<file path="config.mk">
export PLATFORM = sky130hd
export DESIGN_NAME = uart_mmio_ctrl
export DESIGN_NICKNAME = d
export VERILOG_FILES = /design/src/rtl/uart_mmio_ctrl.sv
export SDC_FILE = /design/constraint.sdc
export NUM_CORES = 1
export LEC_CHECK = 0
export BUFFER_PORTS_ARGS = -buffer_cell sky130_fd_sc_hd__buf_2
export CAP_MARGIN = 20
export CELL_PAD_IN_SITES_DETAIL_PLACEMENT = 1
export CELL_PAD_IN_SITES_GLOBAL_PLACEMENT = 1
export CORE_MARGIN = 10
export CORE_UTILIZATION = 38
export DETAILED_ROUTE_END_ITERATION = 10
export PLACE_DENSITY = 0.84
export SKIP_CTS_REPAIR_TIMING = 1
export SYNTH_ARGS = -nofsm -noshare
export SYNTH_HDL_FRONTEND = slang
export SYNTH_SLANG_ARGS = --single-unit
</file>
<file path="constraint.sdc">
create_clock -name clk -period 2.51 [get_ports clk]
set_input_delay 0.3765 -clock clk [delete_from_list [all_inputs] [get_ports clk]]
set_output_delay 0.3765 -clock clk [all_outputs]
set_load 0.005 [all_outputs]
</file>
<file path="src/rtl/uart_mmio_ctrl.sv">
`default_nettype none
// ============================================================================
// uart_mmio_ctrl : MEM-stage 8N1 UART peripheral at 0xBFD003F8 (data) and
//                  0xBFD003FC (status); TX launch, RX capture, load return.
// Revision       : 1.0
// ============================================================================
module uart_mmio_ctrl #(
  parameter int BAUD_DIV = 434
) (
  input  logic        clk,
  input  logic        rst_n,
  input  logic [3:0]  ramOp_i,
  input  logic [31:0] ramAddr_i,
  input  logic [31:0] storeData_i,
  input  logic        stall_i,
  input  logic        uart_rx_i,
  output logic        uart_tx_o,
  output logic        hit_o,
  output logic [31:0] loadData_o,
  output logic        pauseRequest,
  output logic        rxIrq_o
);

  localparam int CW = $clog2(BAUD_DIV);
  localparam logic [CW-1:0] BIT_LAST  = CW'(BAUD_DIV - 1);
  localparam logic [CW-1:0] HALF_LAST = CW'(BAUD_DIV / 2 - 1);

  // MEM-stage op encoding shared with the pipeline's defines
  localparam logic [3:0] MEM_NOP = 4'd0;
  localparam logic [3:0] MEM_LB  = 4'd1;
  localparam logic [3:0] MEM_LBU = 4'd2;
  localparam logic [3:0] MEM_LH  = 4'd3;
  localparam logic [3:0] MEM_LHU = 4'd4;
  localparam logic [3:0] MEM_LW  = 4'd5;
  localparam logic [3:0] MEM_SB  = 4'd6;
  localparam logic [3:0] MEM_SH  = 4'd7;
  localparam logic [3:0] MEM_SW  = 4'd8;

  localparam logic [31:0] ADDR_DATA = 32'hBFD0_03F8;
  localparam logic [31:0] ADDR_STAT = 32'hBFD0_03FC;

  typedef enum logic [1:0] {T_IDLE, T_START, T_DATA, T_STOP} tx_state_e;
  typedef enum logic [1:0] {R_IDLE, R_START, R_DATA, R_STOP} rx_state_e;

  tx_state_e     tx_state_q, tx_state_d;
  logic [CW-1:0] tx_cnt_q,   tx_cnt_d;
  logic [2:0]    tx_bit_q,   tx_bit_d;
  logic [7:0]    tx_shift_q, tx_shift_d;
  logic          tx_line_q,  tx_line_d;

  rx_state_e     rx_state_q, rx_state_d;
  logic [CW-1:0] rx_cnt_q,   rx_cnt_d;
  logic [2:0]    rx_bit_q,   rx_bit_d;
  logic [7:0]    rx_shift_q, rx_shift_d;
  logic [1:0]    rx_sync_q,  rx_sync_d;
  logic [7:0]    rx_data_q,  rx_data_d;
  logic          rx_valid_q, rx_valid_d;
  logic          overrun_q,  overrun_d;
  logic          rx_irq_q,   rx_irq_d;

  logic is_data, is_stat, is_load, is_store, tx_idle, fire;
  logic data_pop, stat_pop, tx_launch, frame_ok, rx_in;
  logic unused_store_hi;

  assign unused_store_hi = ^storeData_i[31:8];

  always_comb begin
    is_data  = (ramAddr_i == ADDR_DATA);
    is_stat  = (ramAddr_i == ADDR_STAT);
    is_load  = (ramOp_i == MEM_LB) || (ramOp_i == MEM_LBU) || (ramOp_i == MEM_LH) ||
               (ramOp_i == MEM_LHU) || (ramOp_i == MEM_LW);
    is_store = (ramOp_i == MEM_SB) || (ramOp_i == MEM_SH) || (ramOp_i == MEM_SW);
    tx_idle  = (tx_state_q == T_IDLE);

    hit_o        = (ramOp_i != MEM_NOP) && (is_data || is_stat);
    pauseRequest = is_store && is_data && !tx_idle;
    fire         = hit_o && !stall_i && !pauseRequest;
    data_pop     = fire && is_load && is_data;
    stat_pop     = fire && is_load && is_stat;
    tx_launch    = fire && is_store && is_data;

    loadData_o = 32'd0;
    if (hit_o && is_load) begin
      if (is_data) loadData_o = {24'd0, rx_data_q};
      else         loadData_o = {29'd0, overrun_q, rx_valid_q, tx_idle};
    end
  end

  // Transmitter: the line register is updated at each state entry so the
  // serial output never sees combinational glitches.
  always_comb begin
    tx_state_d = tx_state_q;
    tx_cnt_d   = tx_cnt_q;
    tx_bit_d   = tx_bit_q;
    tx_shift_d = tx_shift_q;
    tx_line_d  = tx_line_q;
    case (tx_state_q)
      T_IDLE: begin
        if (tx_launch) begin
          tx_state_d = T_START;
          tx_cnt_d   = '0;
          tx_shift_d = storeData_i[7:0];
          tx_line_d  = 1'b0;
        end
      end
      T_START: begin
        if (tx_cnt_q == BIT_LAST) begin
          tx_cnt_d   = '0;
          tx_bit_d   = 3'd0;
          tx_state_d = T_DATA;
          tx_line_d  = tx_shift_q[0];
        end else begin
          tx_cnt_d = tx_cnt_q + 1'b1;
        end
      end
      T_DATA: begin
        if (tx_cnt_q == BIT_LAST) begin
          tx_cnt_d = '0;
          if (tx_bit_q == 3'd7) begin
            tx_state_d = T_STOP;
            tx_line_d  = 1'b1;
          end else begin
            tx_bit_d   = tx_bit_q + 3'd1;
            tx_shift_d = {1'b0, tx_shift_q[7:1]};
            tx_line_d  = tx_shift_q[1];
          end
        end else begin
          tx_cnt_d = tx_cnt_q + 1'b1;
        end
      end
      T_STOP: begin
        if (tx_cnt_q == BIT_LAST) begin
          tx_cnt_d   = '0;
          tx_state_d = T_IDLE;
        end else begin
          tx_cnt_d = tx_cnt_q + 1'b1;
        end
      end
      default: tx_state_d = T_IDLE;
    endcase
  end

  always_comb begin
    rx_sync_d  = {rx_sync_q[0], uart_rx_i};
    rx_in      = rx_sync_q[1];
    rx_state_d = rx_state_q;
    rx_cnt_d   = rx_cnt_q;
    rx_bit_d   = rx_bit_q;
    rx_shift_d = rx_shift_q;
    frame_ok   = 1'b0;
    case (rx_state_q)
      R_IDLE: begin
        if (!rx_in) begin
          rx_state_d = R_START;
          rx_cnt_d   = '0;
        end
      end
      R_START: begin
        if (rx_cnt_q == HALF_LAST) begin
          rx_cnt_d   = '0;
          rx_bit_d   = 3'd0;
          rx_state_d = rx_in ? R_IDLE : R_DATA;
        end else begin
          rx_cnt_d = rx_cnt_q + 1'b1;
        end
      end
      R_DATA: begin
        if (rx_cnt_q == BIT_LAST) begin
          rx_cnt_d   = '0;
          rx_shift_d = {rx_in, rx_shift_q[7:1]};
          if (rx_bit_q == 3'd7) rx_state_d = R_STOP;
          else                  rx_bit_d   = rx_bit_q + 3'd1;
        end else begin
          rx_cnt_d = rx_cnt_q + 1'b1;
        end
      end
      R_STOP: begin
        if (rx_cnt_q == BIT_LAST) begin
          rx_cnt_d   = '0;
          rx_state_d = R_IDLE;
          frame_ok   = rx_in;
        end else begin
          rx_cnt_d = rx_cnt_q + 1'b1;
        end
      end
      default: rx_state_d = R_IDLE;
    endcase

    // A new frame landing on the same edge as a data pop replaces the popped
    // byte, so it is not an overrun.
    rx_data_d  = frame_ok ? rx_shift_q : rx_data_q;
    rx_valid_d = rx_valid_q;
    if (data_pop) rx_valid_d = 1'b0;
    if (frame_ok) rx_valid_d = 1'b1;
    overrun_d = overrun_q;
    if (stat_pop) overrun_d = 1'b0;
    if (frame_ok && rx_valid_q && !data_pop) overrun_d = 1'b1;
    rx_irq_d = rx_valid_q;
  end

  always_ff @(posedge clk or negedge rst_n) begin
    if (!rst_n) begin
      tx_state_q <= T_IDLE;
      tx_cnt_q   <= '0;
      tx_bit_q   <= 3'd0;
      tx_shift_q <= 8'd0;
      tx_line_q  <= 1'b1;
      rx_state_q <= R_IDLE;
      rx_cnt_q   <= '0;
      rx_bit_q   <= 3'd0;
      rx_shift_q <= 8'd0;
      rx_sync_q  <= 2'b11;
      rx_data_q  <= 8'd0;
      rx_valid_q <= 1'b0;
      overrun_q  <= 1'b0;
      rx_irq_q   <= 1'b0;
    end else begin
      tx_state_q <= tx_state_d;
      tx_cnt_q   <= tx_cnt_d;
      tx_bit_q   <= tx_bit_d;
      tx_shift_q <= tx_shift_d;
      tx_line_q  <= tx_line_d;
      rx_state_q <= rx_state_d;
      rx_cnt_q   <= rx_cnt_d;
      rx_bit_q   <= rx_bit_d;
      rx_shift_q <= rx_shift_d;
      rx_sync_q  <= rx_sync_d;
      rx_data_q  <= rx_data_d;
      rx_valid_q <= rx_valid_d;
      overrun_q  <= overrun_d;
      rx_irq_q   <= rx_irq_d;
    end
  end

  assign uart_tx_o = tx_line_q;
  assign rxIrq_o   = rx_irq_q;

endmodule
`default_nettype wire
</file>
==> reports/results.md, run 1 <==
| Metric | Reported | Unit |
| --- | --- | --- |
| Result of the run | finished, final reports clean | - |
| # rows | 34 | - |
| Overall die area | 0.0130 | mm^2 |
| Synth cell types | 52 | - |
| Number of H-tree levels | 3 | - |
| GRT Residual Overflow | 0 | - |
| Hold/Removal Path Class | in -> reg | - |
| Gate count after technology mapping | 339 | - |
| Core occupancy in the finished layout | 0.458 | - |
| TritonCTS buffer count | 9 | - |
| Critical Path End Type | output port | - |
| Share of final-layout standard cells stronger than drive strength 1 | 0.298 | - |
| Depth of the worst hold-timing path | 1 | - |
| Clock tree from TritonCTS | yes | - |
| Final Skew | 0.00572 | ns |
| Post-synth top flop | dfrtp_1 | - |
| Global-route wire length before repair | 14.7 | mm |
| Lkg Pwr | 1.96 | nW |
| Worst reg2reg setup slack | 0.41 | ns |
| Antenna violations before repair | 0 | - |
| DP Wirelength | 6.95 | mm |
| Final setup violation count | 0 | - |
| Time the final worst path needs with I/O delays and setup | 2.38 | ns |
| Min-delay src | uart_rx_i | - |
| Top-Level Pins | 108 | - |
| Number of pins exceeding their max-slew limit in the final report | 0 | - |
| Count of input and output buffers | 59 | - |
| Die Y | 114 | um |
| Async S/R FF share, synth | 1.00 | - |
| Peak fanout along the critical path | 5 | - |
| PnR Total Power | 2.07 | mW |
| Warning count from the yosys run | 0 | - |
| Peak clock frequency supported by timing | 420 | MHz |
| Final RePlAce weighted congestion | 0.814 | - |
| Max rail drop VDD | 0.264 | mV |
| Commonest non-fill, non-tap cells in the layout | buf_2, dfrtp_1, nand2_1 | - |
| Clock insertion delay at the later pin of the skew report | 0.33 | ns |
| Remaining design rule violation count | 0 | - |
| Number of iterations in the first detailed-routing pass | 4 | - |
| Max-Cap Viols | 0 | - |
| Total Wirelength | 8.90 | mm |
| Register clock-pin slew on the reported worst setup and hold paths | 0.07 | ns |
| Worst reg-to-reg path cell count | 7 | - |
| Portion of the post-synthesis area used by sequential elements | 0.433 | - |
| Data arrival at the endpoint of the critical path | 2.00 | ns |
| Register area | 0.00146 | mm^2 |
| Startpoint class of the critical path | input port | - |
| Starting utilization of the core area | 0.387 | - |
| Final count of hold timing violations | 0 | - |
| Setup Crit Path Kind | in -> out | - |
| Area of combinational cells with multiple inputs | 0.00173 | mm^2 |
| Vias in the first global route | 2989 | - |
| Total routing resource utilization after global routing | 0.138 | - |
| Commonest non-fill, non-tap cell in the layout | buf_2 | - |
| Clock Sink Count | 58 | - |
| Crit path setup slack, layout | 0.130 | ns |
| Longest Clk Path Bufs | 2 | - |
| Crit Reg-Reg Endpoint | tx_shift_q[0] | - |
| Post-detailed-route via-to-cell ratio | 5.18 | - |
| Post-Syn Area per Cell | 9.90 | um^2 |
| Mapped cell area | 0.00336 | mm^2 |
| Count of nets after finishing | 497 | - |
| Hold-critical path endpoint | rx_sync_q[0] | - |
| DR iter-0 viols | 107 | - |
| Reg2Reg Launch Point | tx_bit_q[0] | - |
| Final routed wire length divided by cell count | 17.0 | um |
| Critical path required time | 2.13 | ns |
| Diodes inserted | 0 | - |
| Maximum number of pins on one net before global-route repair | 25 | - |
| Count of state elements after synthesis | 58 | - |
| Floorplan die width | 114 | um |
| Vias after detailed routing | 2715 | - |
| Period Utilization, post-route | 0.948 | - |
| Post-synth EDFFs | 0 | - |
| Count of nets left with antenna violations after detail routing | 0 | - |
| Layout-stage area growth over the synthesis result | 18.3 | % |
| Number of inserted filler cells in the final layout | 1053 | - |
| Setup Slack @ Placement | -0.0500 | ns |
| Pwr dens | 520 | mW/mm^2 |
| Placeable core region | 0.00868 | mm^2 |
| Cell chosen for the clock root | clkbuf_8 | - |
## state kept, by name (all words and copies together), names as in the netlist, named ones only
name        cells
overrun_q       1
tx_shift_q      8
rx_data_q       8
rx_state_q      1
rx_irq_d        1
rx_bit_q        3
rx_cnt_q        9
uart_tx_o       1
tx_state_q      2
tx_cnt_q        9
rx_shift_q      8
rx_sync_q       2
rxIrq_o         1
tx_bit_q        3
## how the worst max path moves through the flow
stage | startpoint | endpoint | slack, ns | depth (start not counted)
after floorplan | ramAddr_i[17] | loadData_o[3] | 0.28 | 5
after CTS | ramAddr_i[13] | pauseRequest | -0.06 | 6
after global routing | ramAddr_i[1] | loadData_o[6] | -0.02 | 8
after global placement | ramAddr_i[13] | pauseRequest | -0.01 | 6
final | ramAddr_i[1] | loadData_o[5] | 0.13 | 8
after detailed placement | ramAddr_i[13] | pauseRequest | -0.05 | 6
## Yosys cell counts (all sizes together) (5+ instances only)
cell type | number | area share
mux2 | 25 | 0.084
o21ai | 21 | 0.031
nand2 | 39 | 0.044
inv | 12 | 0.013
and3 | 5 | 0.0093
clkbuf | 6 | 0.0067
a21oi | 14 | 0.021
dfrtp | 55 | 0.41
buf | 27 | 0.059
ha | 14 | 0.052
nand3 | 12 | 0.018
nand2b | 6 | 0.011
and2 | 9 | 0.017
o31ai | 5 | 0.011
a31oi | 5 | 0.011
nor4 | 7 | 0.022
nor2 | 18 | 0.021
nor3 | 7 | 0.010
## cells by family after synthesis
kind of cell               after synthesis  synth area share
muxes                                   29            0.0958
other                                    1           0.00112
xor gates and xnor gates                 1           0.00261
buffers and inverters                   45            0.0794
adders and majority gates               14            0.0522
AOI/OAI and AO/OA                       65             0.124
and+or+nand+nor                        126             0.211
DFF                                     58             0.433
## per-stage QoR
step,TNS [ns],cells,area [um^2],hold slack [ns]
2_1_floorplan,0,362,3440,0.0809
3_3_place_gp,-0.0109,505,3720,0.326
3_5_place_dp,-0.159,505,3720,0.332
4_1_cts,-0.202,521,3940,-0.0366
5_1_grt,-0.0236,524,3970,0.118
6_report,0,524,3970,0.140
## routing by layer
| layer | track usage | up-vias | share of wire |
|---|---|---|---|
| met2 | 0.256 | 42 | 0.56 |
| met1 | 0.147 | 1356 | 0.40 |
| met3 | 0.0357 | 6 | 0.029 |
| met4 | 0.0418 | 0 | 0.010 |
| met5 | 0 | - | 0 |
| li1 | - | 1311 | - |
## report_power, final
group	leakage [nW]	total (mW)	switching, mW	internal [mW]
sequential	0.764	0.988	0.0177	0.971
combinational	1.09	0.125	0.0600	0.0646
clock	0.109	0.953	0.370	0.583
total	1.96	2.07	0.448	1.62
## area by class of cell
cell class,instances,share of cell area
clock inverter,5,0.0195
inverter,12,0.0113
tap,108,0.0340
multi-input combinational,259,0.436
sequential,58,0.366
clock buffer,11,0.0356
timing repair buffer,71,0.0976
## critical path: stages
cell and delay (ns):
buf_2 0.09, or4bb_1 0.54, nor4_4 0.31, nand2_2 0.12
nor3b_2 0.17, buf_4 0.14, and2_1 0.13, buf_2 0.11
No activity file was read; power rests on OpenSTA's default activity.
==> run 2, diff against run 1 <==
--- a/config.mk
+++ b/config.mk
@@ -12,7 +12,7 @@
 export CORE_MARGIN = 10
 export CORE_UTILIZATION = 38
 export DETAILED_ROUTE_END_ITERATION = 10
-export PLACE_DENSITY = 0.84
+export PLACE_DENSITY_LB_ADDON = 0.1
 export SKIP_CTS_REPAIR_TIMING = 1
 export SYNTH_ARGS = -nofsm -noshare
 export SYNTH_HDL_FRONTEND = slang
==> run 2 against run 1 <==
Net effect:
- via count fell by 1.9%
- global-route usage shrank 0.18 points
- total power increased by 5.5%
- sequential share of layout area is 0.29 points lower
- worst hold slack got worse by 0.0021 ns
- highest routed layer unchanged
- fmax shrank 2.2%
- non-clock buffer count grew 1
- design area is 0.79% higher
- setup slack worse by 0.052 ns
- largest cell class unchanged
- clock power grew 12%
- clock skew is 0.0033 ns higher
==> reports/results.md, run 2 (synthesized netlist as in run 1, its figures left out) <==
| Metric | Reported | Unit | vs previous |
| --- | --- | --- | --- |
| Maximum number of pins on one net before global-route repair | 59 | - | +140% |
| Clock tree from TritonCTS | yes | - |  |
| Register clock-pin slew on the reported worst setup and hold paths | 0.06 | ns | about the same |
| Data arrival at the endpoint of the critical path | 2.06 | ns | +0.06 ns |
| Number of iterations in the first detailed-routing pass | 4 | - | unchanged |
| Total Wirelength | 8.65 | mm | -2.8% |
| Antenna violations before repair | 0 | - | unchanged |
| Period Utilization, post-route | 0.969 | - | +0.0209 |
| Cell chosen for the clock root | clkbuf_8 | - |  |
| Max rail drop VDD | 0.296 | mV | +12% |
| Placeable core region | 0.00868 | mm^2 | unchanged |
| Starting utilization of the core area | 0.387 | - | unchanged |
| Wire length on met1 | 3.80 | mm | +6.2% |
| Core occupancy in the finished layout | 0.461 | - | +0.00360 |
| Commonest non-fill, non-tap cells in the layout | buf_2, dfrtp_1, nand2_1 | - |  |
| Time the final worst path needs with I/O delays and setup | 2.43 | ns | +0.0523 ns |
| Critical path, cell by cell | buf_2 -> or4b_4 -> nor4_4 -> nand2_2 -> nor3b_2 -> buf_4 -> and2_1 -> buf_2 | - |  |
| Setup Slack @ Placement | -0.104 | ns | -0.0541 ns |
| TritonCTS buffer count | 9 | - | unchanged |
| Crit path top cell by count | buf_2 | - |  |
| Pwr dens | 544 | mW/mm^2 | +4.6% |
| Diodes inserted | 0 | - | unchanged |
| Final count of hold timing violations | 0 | - | unchanged |
| Maximum cell stage delay along the critical path | 0.54 | ns | about the same |
| Crit path setup slack, layout | 0.0777 | ns | -0.0523 ns |
| Clock insertion delay at the later pin of the skew report | 0.34 | ns | about the same |
| Worst-margin pin slew | 0.766 | ns |  |
| Remaining design rule violation count | 0 | - | unchanged |
| Peak clock frequency supported by timing | 411 | MHz | -2.2% |
| Final design instance area without fill | 0.00400 | mm^2 | +0.79% |
| Final setup violation count | 0 | - | unchanged |
| Final-layout setup total negative slack | 0 | ns | unchanged |
| Final Skew | 0.00907 | ns | +0.00335 ns |
| Longest Clk Path Bufs | 2 | - | unchanged |
| Die Y | 114 | um | unchanged |
| Hold/Removal Path Class | in -> reg | - |  |
| Final RePlAce weighted congestion | 0.760 | - | -6.6% |
| Area of combinational cells with multiple inputs | 0.00173 | mm^2 | about the same |
| PnR Total Power | 2.18 | mW | +5.5% |
| Result of the run | finished, final reports clean | - |  |
| Buffers plus inverters on the worst setup path | 3 | - | unchanged |
| Count of input and output buffers | 59 | - | unchanged |
| Critical Path End Type | output port | - |  |
| Total cell area at the placement stage | 0.00373 | mm^2 | +0.40% |
| Setup Crit Path Kind | in -> out | - |  |
| Overall die area | 0.0130 | mm^2 | unchanged |
| # rows | 34 | - | unchanged |
| Layout-stage area growth over the synthesis result | 19.3 | % |  |
| Count of nets after finishing | 498 | - | +0.20% |
| Met2 wirelength from detailed routing | 4.48 | mm | -9.8% |
| Net Switching | 0.467 | mW | +4.2% |
| Register area | 0.00146 | mm^2 | unchanged |
| Number of inserted filler cells in the final layout | 1022 | - | -2.9% |
| GRT Residual Overflow | 0 | - | unchanged |
| Internal power component | 1.71 | mW | +5.8% |
| Total routing resource utilization after global routing | 0.136 | - | -0.00183 |
| Fraction of power consumed by the clock network | 0.491 | - | +0.030 |
| Minimum hold slack | 0.138 | ns | -0.00207 ns |
| DR iter-0 viols | 60 | - | -44% |
| Global-route wire length before repair | 14.5 | mm | -1.3% |
| Count of nets left with antenna violations after detail routing | 0 | - | unchanged |
| DP Wirelength | 6.48 | mm | -6.8% |
| Peak fanout along the critical path | 5 | - | unchanged |
| Sequential share of power | 0.453 | - | -0.025 |
| Largest registers | rx_cnt_q (9), tx_cnt_q (9) | - |  |
| Uppermost signal routing layer after detailed routing | met4 | - |  |
| Cell count after placement | 507 | - | +0.40% |
| Max-Cap Viols | 0 | - | unchanged |
| Headroom to the max-slew limit | 0.489 | - |  |
| Startpoint class of the critical path | input port | - |  |
| Lkg Pwr | 1.98 | nW | +0.85% |
| Clock Sink Count | 58 | - | unchanged |
| Crit-path leading delay family | simple AND/OR/NAND/NOR gates | - |  |
| Logic pwr share | 0.056 | - | -0.004 |
| Cell with the biggest individual delay on the critical path | or4b_4 | - |  |
| Number of H-tree levels | 3 | - | unchanged |
| Vias after detailed routing | 2663 | - | -1.9% |
| Commonest non-fill, non-tap cell in the layout | buf_2 | - |  |
| Number of pins exceeding their max-slew limit in the final report | 0 | - | unchanged |
| Floorplan die width | 114 | um | unchanged |
| Top-Level Pins | 108 | - | unchanged |
| Detail Route met3 WL | 305 | um | +17% |
| Final routed wire length divided by cell count | 16.5 | um | -2.8% |
| Switching share of power | 0.214 | - | -0.00259 |
| Worst reg2reg setup slack | 0.39 | ns | -0.02 ns |
| Share of final-layout standard cells stronger than drive strength 1 | 0.305 | - | +0.00721 |
| Post-detailed-route via-to-cell ratio | 5.08 | - | -1.9% |
| Critical path required time | 2.13 | ns | about the same |
| Vias in the first global route | 2901 | - | -2.9% |
| Non-filler cells, final | 524 | - | unchanged |
## run 2: worst paths after layout
check,startpoint,endpoint,cells after the start
setup / recovery,ramAddr_i[18],loadData_o[3],8
hold / removal,uart_rx_i,rx_sync_q[0],1
setup reg to reg,tx_cnt_q[1],tx_state_q[1],7
hold reg to reg,rx_sync_q[0],rx_sync_q[1],0
max in group asynchronous,rst_n,rx_shift_q[5],2
min in group asynchronous,rst_n,tx_cnt_q[2],2
## run 2: power groups by stage
| stage | clock network [mW] | logic, mW | registers [mW] |
|---|---|---|---|
| after floorplan | 0 | 0.0842 | 0.999 |
| after global placement | 0 | 0.118 | 1.00 |
| after detailed placement | 0 | 0.123 | 1.01 |
| after CTS | 1.09 | 0.123 | 0.989 |
| after global routing | 1.14 | 0.139 | 0.993 |
| final | 1.07 | 0.122 | 0.988 |
## run 2: final cells by class
| cell class | count | area share |
|---|---|---|
| flip-flops and latches | 58 | 0.363 |
| clock buffers | 10 | 0.0344 |
| multi-input cells | 259 | 0.432 |
| repair buffers | 72 | 0.0991 |
| clock inverters | 5 | 0.0256 |
| inverters | 12 | 0.0113 |
| well taps | 108 | 0.0338 |
## run 2: worst register-to-register path: stages (launching register included)
cell and delay (ns):
dfrtp_1 0.41, inv_1 0.07, ha_1 0.14, nand4b_1 0.24
nor2_1 0.33, nor2_1 0.12, nor3_1 0.32, mux2_2 0.38
## run 2: metal layers
layer / vias to the layer above / GRT usage
met4: 0 / 0.0351
met3: 6 / 0.0404
met5: - / 0
li1: 1303 / -
met2: 28 / 0.239
met1: 1326 / 0.156
==> run 3, diff against run 2 <==
--- a/config.mk
+++ b/config.mk
@@ -11,6 +11,7 @@
 export CELL_PAD_IN_SITES_GLOBAL_PLACEMENT = 1
 export CORE_MARGIN = 10
 export CORE_UTILIZATION = 38
+export CTS_BUF_LIST = sky130_fd_sc_hd__clkbuf_16
 export DETAILED_ROUTE_END_ITERATION = 10
 export PLACE_DENSITY_LB_ADDON = 0.1
 export SKIP_CTS_REPAIR_TIMING = 1
==> run 3 against run 2 <==
Net effect:
- via count up 0.53%
- critical path depth unchanged
- routed wire length up 2.0%
- flip-flop and latch count unchanged
- fmax up 0.46%
- non-clock buffer count down 1
- worst hold slack better by 0.019 ns
- cell count down 0.19%
- combinational power about the same
- register-to-register slack about the same
- setup slack better by 0.011 ns
- first-iteration DRC count up 37%
- largest power group unchanged
==> reports/results.md, run 3 (synthesized netlist as in run 1, its figures left out) <==
| Metric | Reported | Unit | vs previous |
| --- | --- | --- | --- |
| Peak clock frequency supported by timing | 413 | MHz | +0.46% |
| Critical path required time | 2.13 | ns | about the same |
| Time the final worst path needs with I/O delays and setup | 2.42 | ns | -0.0112 ns |
| Commonest non-fill, non-tap cells in the layout | buf_2, dfrtp_1, nand2_1 | - |  |
| Crit Reg-Reg Endpoint | tx_state_q[1] | - |  |
| PnR Total Power | 2.49 | mW | +14% |
| Count of nets after finishing | 497 | - | -0.20% |
| TritonCTS buffer count | 9 | - | unchanged |
| Maximum number of pins on one net before global-route repair | 59 | - | unchanged |
| Largest registers | rx_cnt_q (9), tx_cnt_q (9) | - |  |
| Vias after detailed routing | 2677 | - | +0.53% |
| Net Switching | 0.499 | mW | +6.9% |
| Headroom to the max-slew limit | 0.488 | - | -0.000620 |
| Result of the run | finished, final reports clean | - |  |
| Count of nets left with antenna violations after detail routing | 0 | - | unchanged |
| Fraction of power consumed by the clock network | 0.554 | - | +0.063 |
| Total routing resource utilization after global routing | 0.141 | - | +0.00484 |
| Diodes inserted | 0 | - | unchanged |
| Lkg Pwr | 2.01 | nW | +1.6% |
| Starting utilization of the core area | 0.387 | - | unchanged |
| Reg2Reg Launch Point | tx_cnt_q[1] | - |  |
| Final setup violation count | 0 | - | unchanged |
| Final Skew | 0.00619 | ns | -0.00287 ns |
| Final routed wire length divided by cell count | 16.9 | um | +2.2% |
| Longest Clk Path Bufs | 2 | - | unchanged |
| Antenna violations before repair | 0 | - | unchanged |
| DP Wirelength | 6.48 | mm | unchanged |
| Commonest non-fill, non-tap cell in the layout | buf_2 | - |  |
| Cell chosen for the clock root | clkbuf_16 | - |  |
| Total cell area at the placement stage | 0.00373 | mm^2 | unchanged |
| Clock insertion delay at the later pin of the skew report | 0.32 | ns | -0.02 ns |
| Minimum hold slack | 0.157 | ns | +0.0192 ns |
| Final count of hold timing violations | 0 | - | unchanged |
| Number of iterations in the first detailed-routing pass | 4 | - | unchanged |
| Clock Sink Count | 58 | - | unchanged |
| Launch point of the worst path | ramAddr_i[18] | - |  |
| Layout-stage area growth over the synthesis result | 21.6 | % |  |
| Floorplan die width | 114 | um | unchanged |
| Worst reg2reg setup slack | 0.40 | ns | about the same |
| Setup Crit Path Kind | in -> out | - |  |
| Critical Path End Type | output port | - |  |
| Die Y | 114 | um | unchanged |
| Cell count after placement | 507 | - | unchanged |
| Startpoint class of the critical path | input port | - |  |
| Period Utilization, post-route | 0.965 | - | -0.00447 |
| Final RePlAce weighted congestion | 0.760 | - | unchanged |
| Data arrival at the endpoint of the critical path | 2.04 | ns | -0.02 ns |
| Hold/Removal Path Class | in -> reg | - |  |
| Max rail drop VDD | 0.322 | mV | +8.9% |
| Post-detailed-route via-to-cell ratio | 5.12 | - | +0.72% |
| Number of inserted filler cells in the final layout | 1015 | - | -0.68% |
| Vias in the first global route | 2970 | - | +2.4% |
| Register clock-pin slew on the reported worst setup and hold paths | 0.05 | ns | about the same |
| Final design instance area without fill | 0.00408 | mm^2 | +1.9% |
| Crit path setup slack, layout | 0.0889 | ns | +0.0112 ns |
| Internal power component | 1.99 | mW | +16% |
| Logic pwr share | 0.049 | - | -0.007 |
| Depth of the worst hold-timing path | 1 | - | unchanged |
| Share of final-layout standard cells stronger than drive strength 1 | 0.299 | - | -0.00649 |
| Clock tree from TritonCTS | yes | - |  |
| Max-Cap Viols | 0 | - | unchanged |
| Number of pins exceeding their max-slew limit in the final report | 0 | - | unchanged |
| Unrepaired setup endpoints after global routing | yes | - |  |
| Global-route wire length before repair | 14.9 | mm | +2.9% |
| Total Wirelength | 8.83 | mm | +2.0% |
| # rows | 34 | - | unchanged |
| Switching share of power | 0.200 | - | -0.0140 |
| Remaining design rule violation count | 0 | - | unchanged |
| DR iter-0 viols | 82 | - | +37% |
| Non-filler cells, final | 523 | - | -0.19% |
| Placeable core region | 0.00868 | mm^2 | unchanged |
| Pwr dens | 610 | mW/mm^2 | +12% |
| Overall die area | 0.0130 | mm^2 | unchanged |
| Top-Level Pins | 108 | - | unchanged |
| GRT Residual Overflow | 0 | - | unchanged |
| Final-layout setup total negative slack | 0 | ns | unchanged |
| Min-delay src | uart_rx_i | - |  |
| Peak fanout along the critical path | 5 | - | unchanged |
| Setup Slack @ Placement | -0.104 | ns | unchanged |
| Sequential share of power | 0.397 | - | -0.056 |
| Count of input and output buffers | 59 | - | unchanged |
| Number of H-tree levels | 3 | - | unchanged |
| Worst reg-to-reg path cell count | 7 | - | unchanged |
| Hold-critical path endpoint | rx_sync_q[0] | - |  |
| Worst-margin pin slew | 0.767 | ns | +0.000930 ns |
| Core occupancy in the finished layout | 0.470 | - | +0.00894 |
[run 3: changes by cell type in the layout (fill, tap and decap cells not counted)]
| cell | change |
|---|---|
| clkbuf_8 | -10 |
| clkbuf_16 | +9 |
| buf_6 | -1 |
| clkinv_1 | +1 |
| nand2_1 | +1 |
| nand2_2 | -1 |
[run 3: final cells by class]
| class | count | area [um^2] | share of cell area |
|---|---|---|---|
| well taps | 108 | 135 | 0.0331 |
| clock inverters | 6 | 106 | 0.0261 |
| multi-input cells | 259 | 1730 | 0.424 |
| clock buffers | 9 | 225 | 0.0552 |
| inverters | 12 | 45.0 | 0.0110 |
| flip-flops and latches | 58 | 1460 | 0.357 |
| repair buffers | 71 | 385 | 0.0944 |
[run 3: worst max path at each step]
stage	end	slack, ns	cells after the start
2_1_floorplan	loadData_o[3]	0.28	5
3_3_place_gp	tx_state_q[1]	-0.05	7
3_5_place_dp	tx_state_q[1]	-0.10	7
4_1_cts	loadData_o[3]	-0.03	8
5_1_grt	loadData_o[4]	-0.03	8
6_report	loadData_o[3]	0.09	8
[run 3: power by group through the flow]
stage	sequential, mW	clock, mW	combinational, mW
final	0.990	1.38	0.122
after global routing	0.994	1.46	0.139
after CTS	0.990	1.41	0.123
after detailed placement	1.01	0	0.123
after global placement	1.00	0	0.118
after floorplan	0.999	0	0.0842
[run 3: metal layers]
metal | wire [um] | global-route usage | part of all wire | vias to the layer above
met1 | 3790 | 0.160 | 0.43 | 1340
li1 | - | - | - | 1301
met3 | 319 | 0.0404 | 0.036 | 5
met2 | 4650 | 0.249 | 0.53 | 31
met5 | 0 | 0 | 0 | -
met4 | 70 | 0.0376 | 0.0079 | 0
[run 3: critical path, cell delays in order]
cell     delay, ns
buf_2         0.10
or4b_4        0.54
nor4_4        0.32
nand2_1       0.14
nor3b_2       0.17
buf_4         0.15
and2_1        0.13
buf_2         0.11
